==> config.mk <==
export PLATFORM = sky130hd
export DESIGN_NAME = dual_input_debouncer_flat
export DESIGN_NICKNAME = d
export VERILOG_FILES = /design/src/rtl/dual_input_debouncer_if.sv /design/src/rtl/dual_input_debouncer.sv /design/src/flat_wrapper.sv
export SDC_FILE = /design/constraint.sdc
export NUM_CORES = 1
export LEC_CHECK = 0
export ABC_AREA = 1
export ABC_CLOCK_PERIOD_IN_PS = 1730
export CAP_MARGIN = 20
export CORE_UTILIZATION = 40
export CTS_BUF_LIST = sky130_fd_sc_hd__clkbuf_8
export DETAILED_ROUTE_END_ITERATION = 7
export HOLD_SLACK_MARGIN = 0.02
export PLACE_DENSITY = 0.65
export SLEW_MARGIN = 30
export SYNTH_ARGS = -nofsm -noshare
export SYNTH_HDL_FRONTEND = slang
export SYNTH_SLANG_ARGS = --single-unit
==> constraint.sdc <==
create_clock -name clk -period 1.73 [get_ports clk]
set_input_delay 0.2595 -clock clk [delete_from_list [all_inputs] [get_ports clk]]
set_output_delay 0.2595 -clock clk [all_outputs]
set_load 0.02 [all_outputs]
==> src/rtl/dual_input_debouncer_if.sv <==
// Interface bundling the raw inputs, glitch clear and conditioned outputs of the
// dual-channel debouncer. Clock and reset stay plain ports on the module.
interface dual_input_debouncer_if #(
  parameter int unsigned GLITCH_W = 8
);
  logic                data_in1;
  logic                data_in2;
  logic                glitch_clr;
  logic                data_out1;
  logic                data_out2;
  logic [GLITCH_W-1:0] glitch_cnt1;
  logic [GLITCH_W-1:0] glitch_cnt2;

  // Driver side: produces raw inputs, observes conditioned outputs.
  modport master (
    output data_in1,
    output data_in2,
    output glitch_clr,
    input  data_out1,
    input  data_out2,
    input  glitch_cnt1,
    input  glitch_cnt2
  );

  // Debouncer side.
  modport slave (
    input  data_in1,
    input  data_in2,
    input  glitch_clr,
    output data_out1,
    output data_out2,
    output glitch_cnt1,
    output glitch_cnt2
  );
endinterface

==> src/rtl/dual_input_debouncer.sv <==
// Two independent input conditioners: synchroniser chain followed by a debounce FSM
// that only moves the output after DEBOUNCE_CYCLES stable samples. Rejected pulses
// are tallied in saturating per-channel counters.
module dual_input_debouncer #(
  parameter int unsigned SYNC_STAGES     = 2,
  parameter int unsigned DEBOUNCE_CYCLES = 4,
  parameter int unsigned GLITCH_W        = 8
) (
  input logic                         clk,
  input logic                         rst_n,
  dual_input_debouncer_if.slave       dbus
);

  localparam int unsigned           CntW      = $clog2(DEBOUNCE_CYCLES);
  localparam logic [CntW-1:0]       CntLast   = CntW'(DEBOUNCE_CYCLES - 1);
  localparam logic [GLITCH_W-1:0]   GlitchMax = '1;

  typedef enum logic [1:0] {
    StStableLow,
    StChkHigh,
    StStableHigh,
    StChkLow
  } state_e;

  logic [1:0] raw;
  assign raw = {dbus.data_in2, dbus.data_in1};

  for (genvar c = 0; c < 2; c++) begin : g_ch
    logic [SYNC_STAGES-1:0] sync_q;
    logic                   s;
    state_e                 state_q, state_d;
    logic [CntW-1:0]        cnt_q, cnt_d;
    logic                   out_q, out_d;
    logic                   glitch_inc;
    logic [GLITCH_W-1:0]    glitch_q, glitch_d;

    // Synchroniser chain; bit 0 samples the asynchronous raw input.
    always_ff @(posedge clk) begin
      if (!rst_n) begin
        sync_q <= '0;
      end else begin
        sync_q <= {sync_q[SYNC_STAGES-2:0], raw[c]};
      end
    end

    assign s = sync_q[SYNC_STAGES-1];

    // Debounce next-state: a CHK state either confirms the new level or falls back.
    always_comb begin
      state_d    = state_q;
      cnt_d      = cnt_q;
      out_d      = out_q;
      glitch_inc = 1'b0;
      unique case (state_q)
        StStableLow: begin
          if (s) begin
            state_d = StChkHigh;
            cnt_d   = CntW'(1);
          end
        end
        StChkHigh: begin
          if (!s) begin
            state_d    = StStableLow;
            glitch_inc = 1'b1;
          end else if (cnt_q == CntLast) begin
            state_d = StStableHigh;
            out_d   = 1'b1;
          end else begin
            cnt_d = cnt_q + CntW'(1);
          end
        end
        StStableHigh: begin
          if (!s) begin
            state_d = StChkLow;
            cnt_d   = CntW'(1);
          end
        end
        StChkLow: begin
          if (s) begin
            state_d    = StStableHigh;
            glitch_inc = 1'b1;
          end else if (cnt_q == CntLast) begin
            state_d = StStableLow;
            out_d   = 1'b0;
          end else begin
            cnt_d = cnt_q + CntW'(1);
          end
        end
        default: begin
          state_d = StStableLow;
        end
      endcase
    end

    // Glitch counter: clear beats increment; increment saturates.
    always_comb begin
      glitch_d = glitch_q;
      if (dbus.glitch_clr) begin
        glitch_d = '0;
      end else if (glitch_inc && (glitch_q != GlitchMax)) begin
        glitch_d = glitch_q + GLITCH_W'(1);
      end
    end

    // State, counter and output registers.
    always_ff @(posedge clk) begin
      if (!rst_n) begin
        state_q  <= StStableLow;
        cnt_q    <= '0;
        out_q    <= 1'b0;
        glitch_q <= '0;
      end else begin
        state_q  <= state_d;
        cnt_q    <= cnt_d;
        out_q    <= out_d;
        glitch_q <= glitch_d;
      end
    end
  end

  assign dbus.data_out1   = g_ch[0].out_q;
  assign dbus.data_out2   = g_ch[1].out_q;
  assign dbus.glitch_cnt1 = g_ch[0].glitch_q;
  assign dbus.glitch_cnt2 = g_ch[1].glitch_q;

endmodule

==> src/flat_wrapper.sv <==
// flat-port wrapper written by rule: the top's interface ports become plain ports
module dual_input_debouncer_flat 
#(
  parameter int unsigned SYNC_STAGES     = 2,
  parameter int unsigned DEBOUNCE_CYCLES = 4,
  parameter int unsigned GLITCH_W        = 8
)
  (clk, rst_n, dbus_data_in1, dbus_data_in2, dbus_glitch_clr, dbus_data_out1, dbus_data_out2, dbus_glitch_cnt1, dbus_glitch_cnt2);
  dual_input_debouncer_if #(.GLITCH_W(GLITCH_W)) dbus_i ();
  input logic clk;
  input logic rst_n;
  input wire logic [$bits(dbus_i.data_in1)-1:0] dbus_data_in1;
  input wire logic [$bits(dbus_i.data_in2)-1:0] dbus_data_in2;
  input wire logic [$bits(dbus_i.glitch_clr)-1:0] dbus_glitch_clr;
  output wire logic [$bits(dbus_i.data_out1)-1:0] dbus_data_out1;
  output wire logic [$bits(dbus_i.data_out2)-1:0] dbus_data_out2;
  output wire logic [$bits(dbus_i.glitch_cnt1)-1:0] dbus_glitch_cnt1;
  output wire logic [$bits(dbus_i.glitch_cnt2)-1:0] dbus_glitch_cnt2;
  assign dbus_i.data_in1 = dbus_data_in1;
  assign dbus_i.data_in2 = dbus_data_in2;
  assign dbus_i.glitch_clr = dbus_glitch_clr;
  assign dbus_data_out1 = dbus_i.data_out1;
  assign dbus_data_out2 = dbus_i.data_out2;
  assign dbus_glitch_cnt1 = dbus_i.glitch_cnt1;
  assign dbus_glitch_cnt2 = dbus_i.glitch_cnt2;
  dual_input_debouncer #(.SYNC_STAGES(SYNC_STAGES), .DEBOUNCE_CYCLES(DEBOUNCE_CYCLES), .GLITCH_W(GLITCH_W)) u_core (.clk(clk), .rst_n(rst_n), .dbus(dbus_i));
endmodule
# Word level (Yosys, flattened, before mapping)
# Cells that the tools add are included.
# totals
register_bits	30
in_bits	5
wordCells	94
# classes
n_addsub	4
n_eq_ne	26
n_mux	40
bitwise	1
reduce_logical	13
# op_table
cell	count
$mux W2	20
$pmux W2 S4	4
$add A8 B1 Y8 const B	2
$ne A2 B1 Y1 const B	8
$ne A8 B8 Y1 const B	2
$reduce_and A4 Y1	4
$eq A2 B2 Y1 const B	6
$mux W1	12
$reduce_and A5 Y1	2
$ne A2 B2 Y1 const B	4
$pmux W1 S2	4
$ne A3 B1 Y1 const B	2
$ne A3 B3 Y1 const B	2
$add A2 B1 Y2 const B	2
$eq A2 B1 Y1 const B	2
$logic_not A2 Y1	2
$reduce_bool A2 Y1	2
$logic_and A1 B1 Y1	2
$reduce_or A2 Y1	1
$not A1 Y1	1

# Logic depth before layout (Yosys ltp)
# depth
ltp_word	4
depth_mapped	9

# Least setup slack after synthesis
# Ideal clock, no wire load.
# synth_timing
path_kind	register to register
from	reg u_core.g_ch[1].glitch_q[0] (netlist: u_core.dbus.glitch_cnt2[0])
to	reg u_core.g_ch[1].glitch_q[1] (netlist: u_core.dbus.glitch_cnt2[1])
arrival_time_ns	1.267
required_time_ns	1.617
setup_slack_ns	0.349
path_stages_with_launch	9
cell_sequence	dfxtp_1 > ha_1 > nand2_2 > nor2_4 > nand2_4 > nand2_4 > inv_2 > nor2_1 > nor2_1
# synth_between
elab_chain_len	2
elab_cells_between_ends	3
# synth_rtl
element	line_no	text
from (decl)	dual_input_debouncer.sv:35	logic [GLITCH_W-1:0] glitch_q, glitch_d;
from (signal assigned)	dual_input_debouncer.sv:116	glitch_q <= glitch_d;
parallel branches: the longest is 2 deep, another holds $add A8 B1 Y8	-	
# Several ways; the timed one is not identified.
# A chain may end at the register's enable or synchronous reset.

# Worst setup path in the final report
# layout_timing
from	reg u_core.g_ch[0].glitch_q[2] (netlist: u_core.dbus.glitch_cnt1[2])
to	out dbus_glitch_cnt1[2]
# layout_rtl
element	line_no	text
from (decl)	dual_input_debouncer.sv:35	
from (signal assigned)	dual_input_debouncer.sv:116	
to (decl)	flat_wrapper.sv:17	output wire logic [$bits(dbus_i.glitch_cnt1)-1:0] dbus_glitch_cnt1;
# No word-level cell between the ends.

==> flow_summary_export.csv <==
group,metric,value,unit
outcome,outcome,"finished clean",
detailed_routing,routed_via_density,4.503,
global_route,antenna_found_initial,0,
global_route,grt_start_max_net_pins,10,
timing,finClkSkew,0.006929,ns
floorplan,die_area,3977,um^2
pwr,p_per_area,754.3,nW/um^2
clock_network,cts_root_buffer,"clkbuf_8",
global_route,grt_pass1_vias,1147,
logic_synthesis,ys_types,23,
clock_network,postCtsSetupBuffers,0,
critical_path,critPathLaunch,"u_core.dbus.glitch_cnt1[2]$_SDFFE_PP0P_",
critical_path,critPathBufInv,1,
timing,finalCritPeriodShare,95.23,%
logic_synthesis,synth_top_area_share,40.27,%
floorplan,die_w,63.06,um
timing,rsz0062_at_grt,"no",
critical_path,cp_data_required_time,1.47,ns
timing,setup-violations-final,0,
timing,final_hold_viol_count,0,
clock_network,cts_hold_buf,0,
clock_network,clk-insertion-delay-late,0.28,ns
clock_network,clkTransAtPathRegs,0.07,ns
critical_path,cp_slowest_cell,"clkdlybuf4s50_1",
logic_synthesis,ys_seq_area_share,40.27,%
timing,tightest_slew,0.2472,ns
critical_path,arrival,1.39,ns
timing,layout_min_cycle_time,1.647,ns
logic_synthesis,synth_edf_count,0,
clock_network,htree_num_levels,2,
detailed_routing,drt_iter0_drc,99,
timing,slew_headroom,83.50,%
place,placed_area,1777,um^2
clock_network,clock-sinks,30,
finish,antennaDiodeCount,0,
run,drv_cap,0,
detailed_routing,drt-total-wl,2648,um
critical_path,timing.rr.start,"u_core.dbus.glitch_cnt1[0]$_SDFFE_PP0P_",
floorplan,start_util,43.33,%
timing,finalWorstSetupSlack,0.08256,ns
detailed_routing,vias,1306,
logic_synthesis,synth_area_leaders,"dfxtp_1 40%, nand2_1 13%, nor2_1 8.8%",
finish,finalNetCount,252,
finish,stdcell_area,1887,um^2
clock_network,cts_tree,"done",
hold_path,hold_start,"u_core.g_ch[0].sync_q[0]$_SDFF_PN0_",
logic_synthesis,synthFlopType,"dfxtp_1",
clock_network,clk_path_buf_depth,2,
global_route,grt.total_usage,15.52,%
detailed_routing,remaining_drc_errors,0,
global_route,grt_first_pass_wirelength,4802,um
timing,fmax,607.0,MHz
timing,setup_tns,0,ns
timing,drv_slew,0,
logic_synthesis,synth_most_common_cell,"nand2_1",
global_route,grt.overflow.total,0,
logic_synthesis,syn_area,1491,um^2
place,place_ws,0.3280,ns
logic_synthesis,synth_area_leader_cell,"dfxtp_1",
critical_path,cpLargestDelayFamily,"buffers and inverters",
pwr,p_total,0.001423,W
pwr,peakVddDrop,0.0004576,V
critical_path,start_kind,"flop",
logic_synthesis,synth_common_cells,"53 x nand2_1, 35 x nor2_1, 30 x dfxtp_1",
floorplan,core_area,3442,um^2
detailed_routing,ant_nets,0,
detailed_routing,detail_route.first_pass.iterations,4,
logic_synthesis,ys_warn_count,0,
finish,layout-drive-gt1-share,12.30,%
hold_path,hold_path_class,"flop to flop",
place,port_buffers,22,
clock_network,cts-buffers-inserted,5,
clock_network,post_cts_resized,0,
place,hpwl,2007,um
finish,finish.utilization,54.82,%
place,gp_congestion,0.8580,
floorplan,io_pins,23,
critical_path,cp_cell_sequence,"clkdlybuf4s50_1",
logic_synthesis,syn_avg_cell_area,7.002,um^2
floorplan,rows,21,
logic_synthesis,syn_nets,222,
critical_path,max_stage_delay,0.65,ns
finish,syn_to_final_growth,26.51,%
detailed_routing,wl_per_cell,9.131,um
logic_synthesis,ys_seq_elements,30,
pwr,power.leakage,0.8205,nW
critical_path,cp-end-kind,"output port",
logic_synthesis,netlist_instances,213,
critical_path,critPathKind,"flop to output port",
critical_path,crit_fanout,6,
floorplan,fp.dieH,63.06,um
logic_synthesis,async_reset_ff_share,0,%
worst reg2reg max path: stages (launching register included):
cell	delay, ns
dfxtp_1	0.43
ha_1	0.24
inv_1	0.06
nor2_2	0.11
nand2_2	0.10
nand2_4	0.12
inv_4	0.06
nand2_1	0.06
a21oi_1	0.05
cells in the final DEF (no fill, tap or decap), types with 2 or more instances in the layout:
cell type        instances
a21oi_1                 13
clkbuf_8                 8
clkdlybuf4s50_1         22
dfxtp_1                 30
ha_1                     4
inv_1                   27
inv_2                    2
nand2_1                 53
nand2_2                  6
nand2_4                  3
nand3_1                 12
nand4_1                  4
nor2_1                  35
nor2_2                   5
nor3_1                   2
o21ai_0                  3
o21ai_1                  2
xor2_1                   5
where the power goes:
part	switching, W	total, W	internal (W)
Clock	0.000253	0.000655	0.000401
Combinational	0.0000359	0.0000608	0.0000248
Sequential	0.00000760	0.000708	0.000700
Total	0.000297	0.00142	0.00113
metal layers:
metal | up-vias | GRT usage, % | share of wire [%] | wire (um)
li1 | 727 | - | - | -
met1 | 554 | 19.40 | 51 | 1357
met2 | 20 | 23.39 | 43 | 1147
met3 | 5 | 4.891 | 3.5 | 94
met4 | 0 | 8.721 | 1.9 | 49
met5 | - | 0 | 0 | 0
path summary, 6_finish.rpt:
check                                                          endpoint  slack [ns]  depth (start not counted)
worst min register to register      u_core.g_ch[0].sync_q[1]$_SDFF_PN0_        0.42                          2
worst max-delay path                                dbus_glitch_cnt1[2]        0.08                          1
worst max register to register  u_core.dbus.glitch_cnt1[3]$_SDFFE_PP0P_        0.38                          8
worst min-delay path                u_core.g_ch[0].sync_q[1]$_SDFF_PN0_        0.42                          2
through the flow:
step | hold slack [ns] | cells
final | 0.4166 | 290
after global routing | 0.4309 | 290
after CTS | 0.4203 | 290
after detailed placement | 0.4059 | 282
after global placement | 0.3937 | 282
after floorplan | 0.3530 | 213
layout make-up:
class	instances	area (um^2)
fillers	329	1555
multi-input cells	153	775.7
flip-flops and latches	30	600.6
repair buffers	23	227.7
inverters	30	115.1
clock buffers	8	110.1
well taps	46	57.56
kinds of logic after synthesis:
logic type      Yosys count  share of synthesized area (%)
flops                    30                          40.27
xor+xnor                  6                          3.523
simple gates            124                          38.59
compound gates           19                          6.543
buf+inv                  30                          7.719
fa+ha+maj                 4                          3.356
flip-flops by register name, summed over array words and instances, names as in the netlist, named ones only:
name / flops
u_core.dbus.glitch_cnt1: 8
u_core.dbus.glitch_cnt2: 8
u_core.g_ch.cnt_q: 4
u_core.g_ch.sync_q: 4
u_core.g_ch.state_q: 2
u_core.dbus.data_out1: 1
u_core.dbus.data_out2: 1
Note: power is estimated with default switching activity, not from simulation.
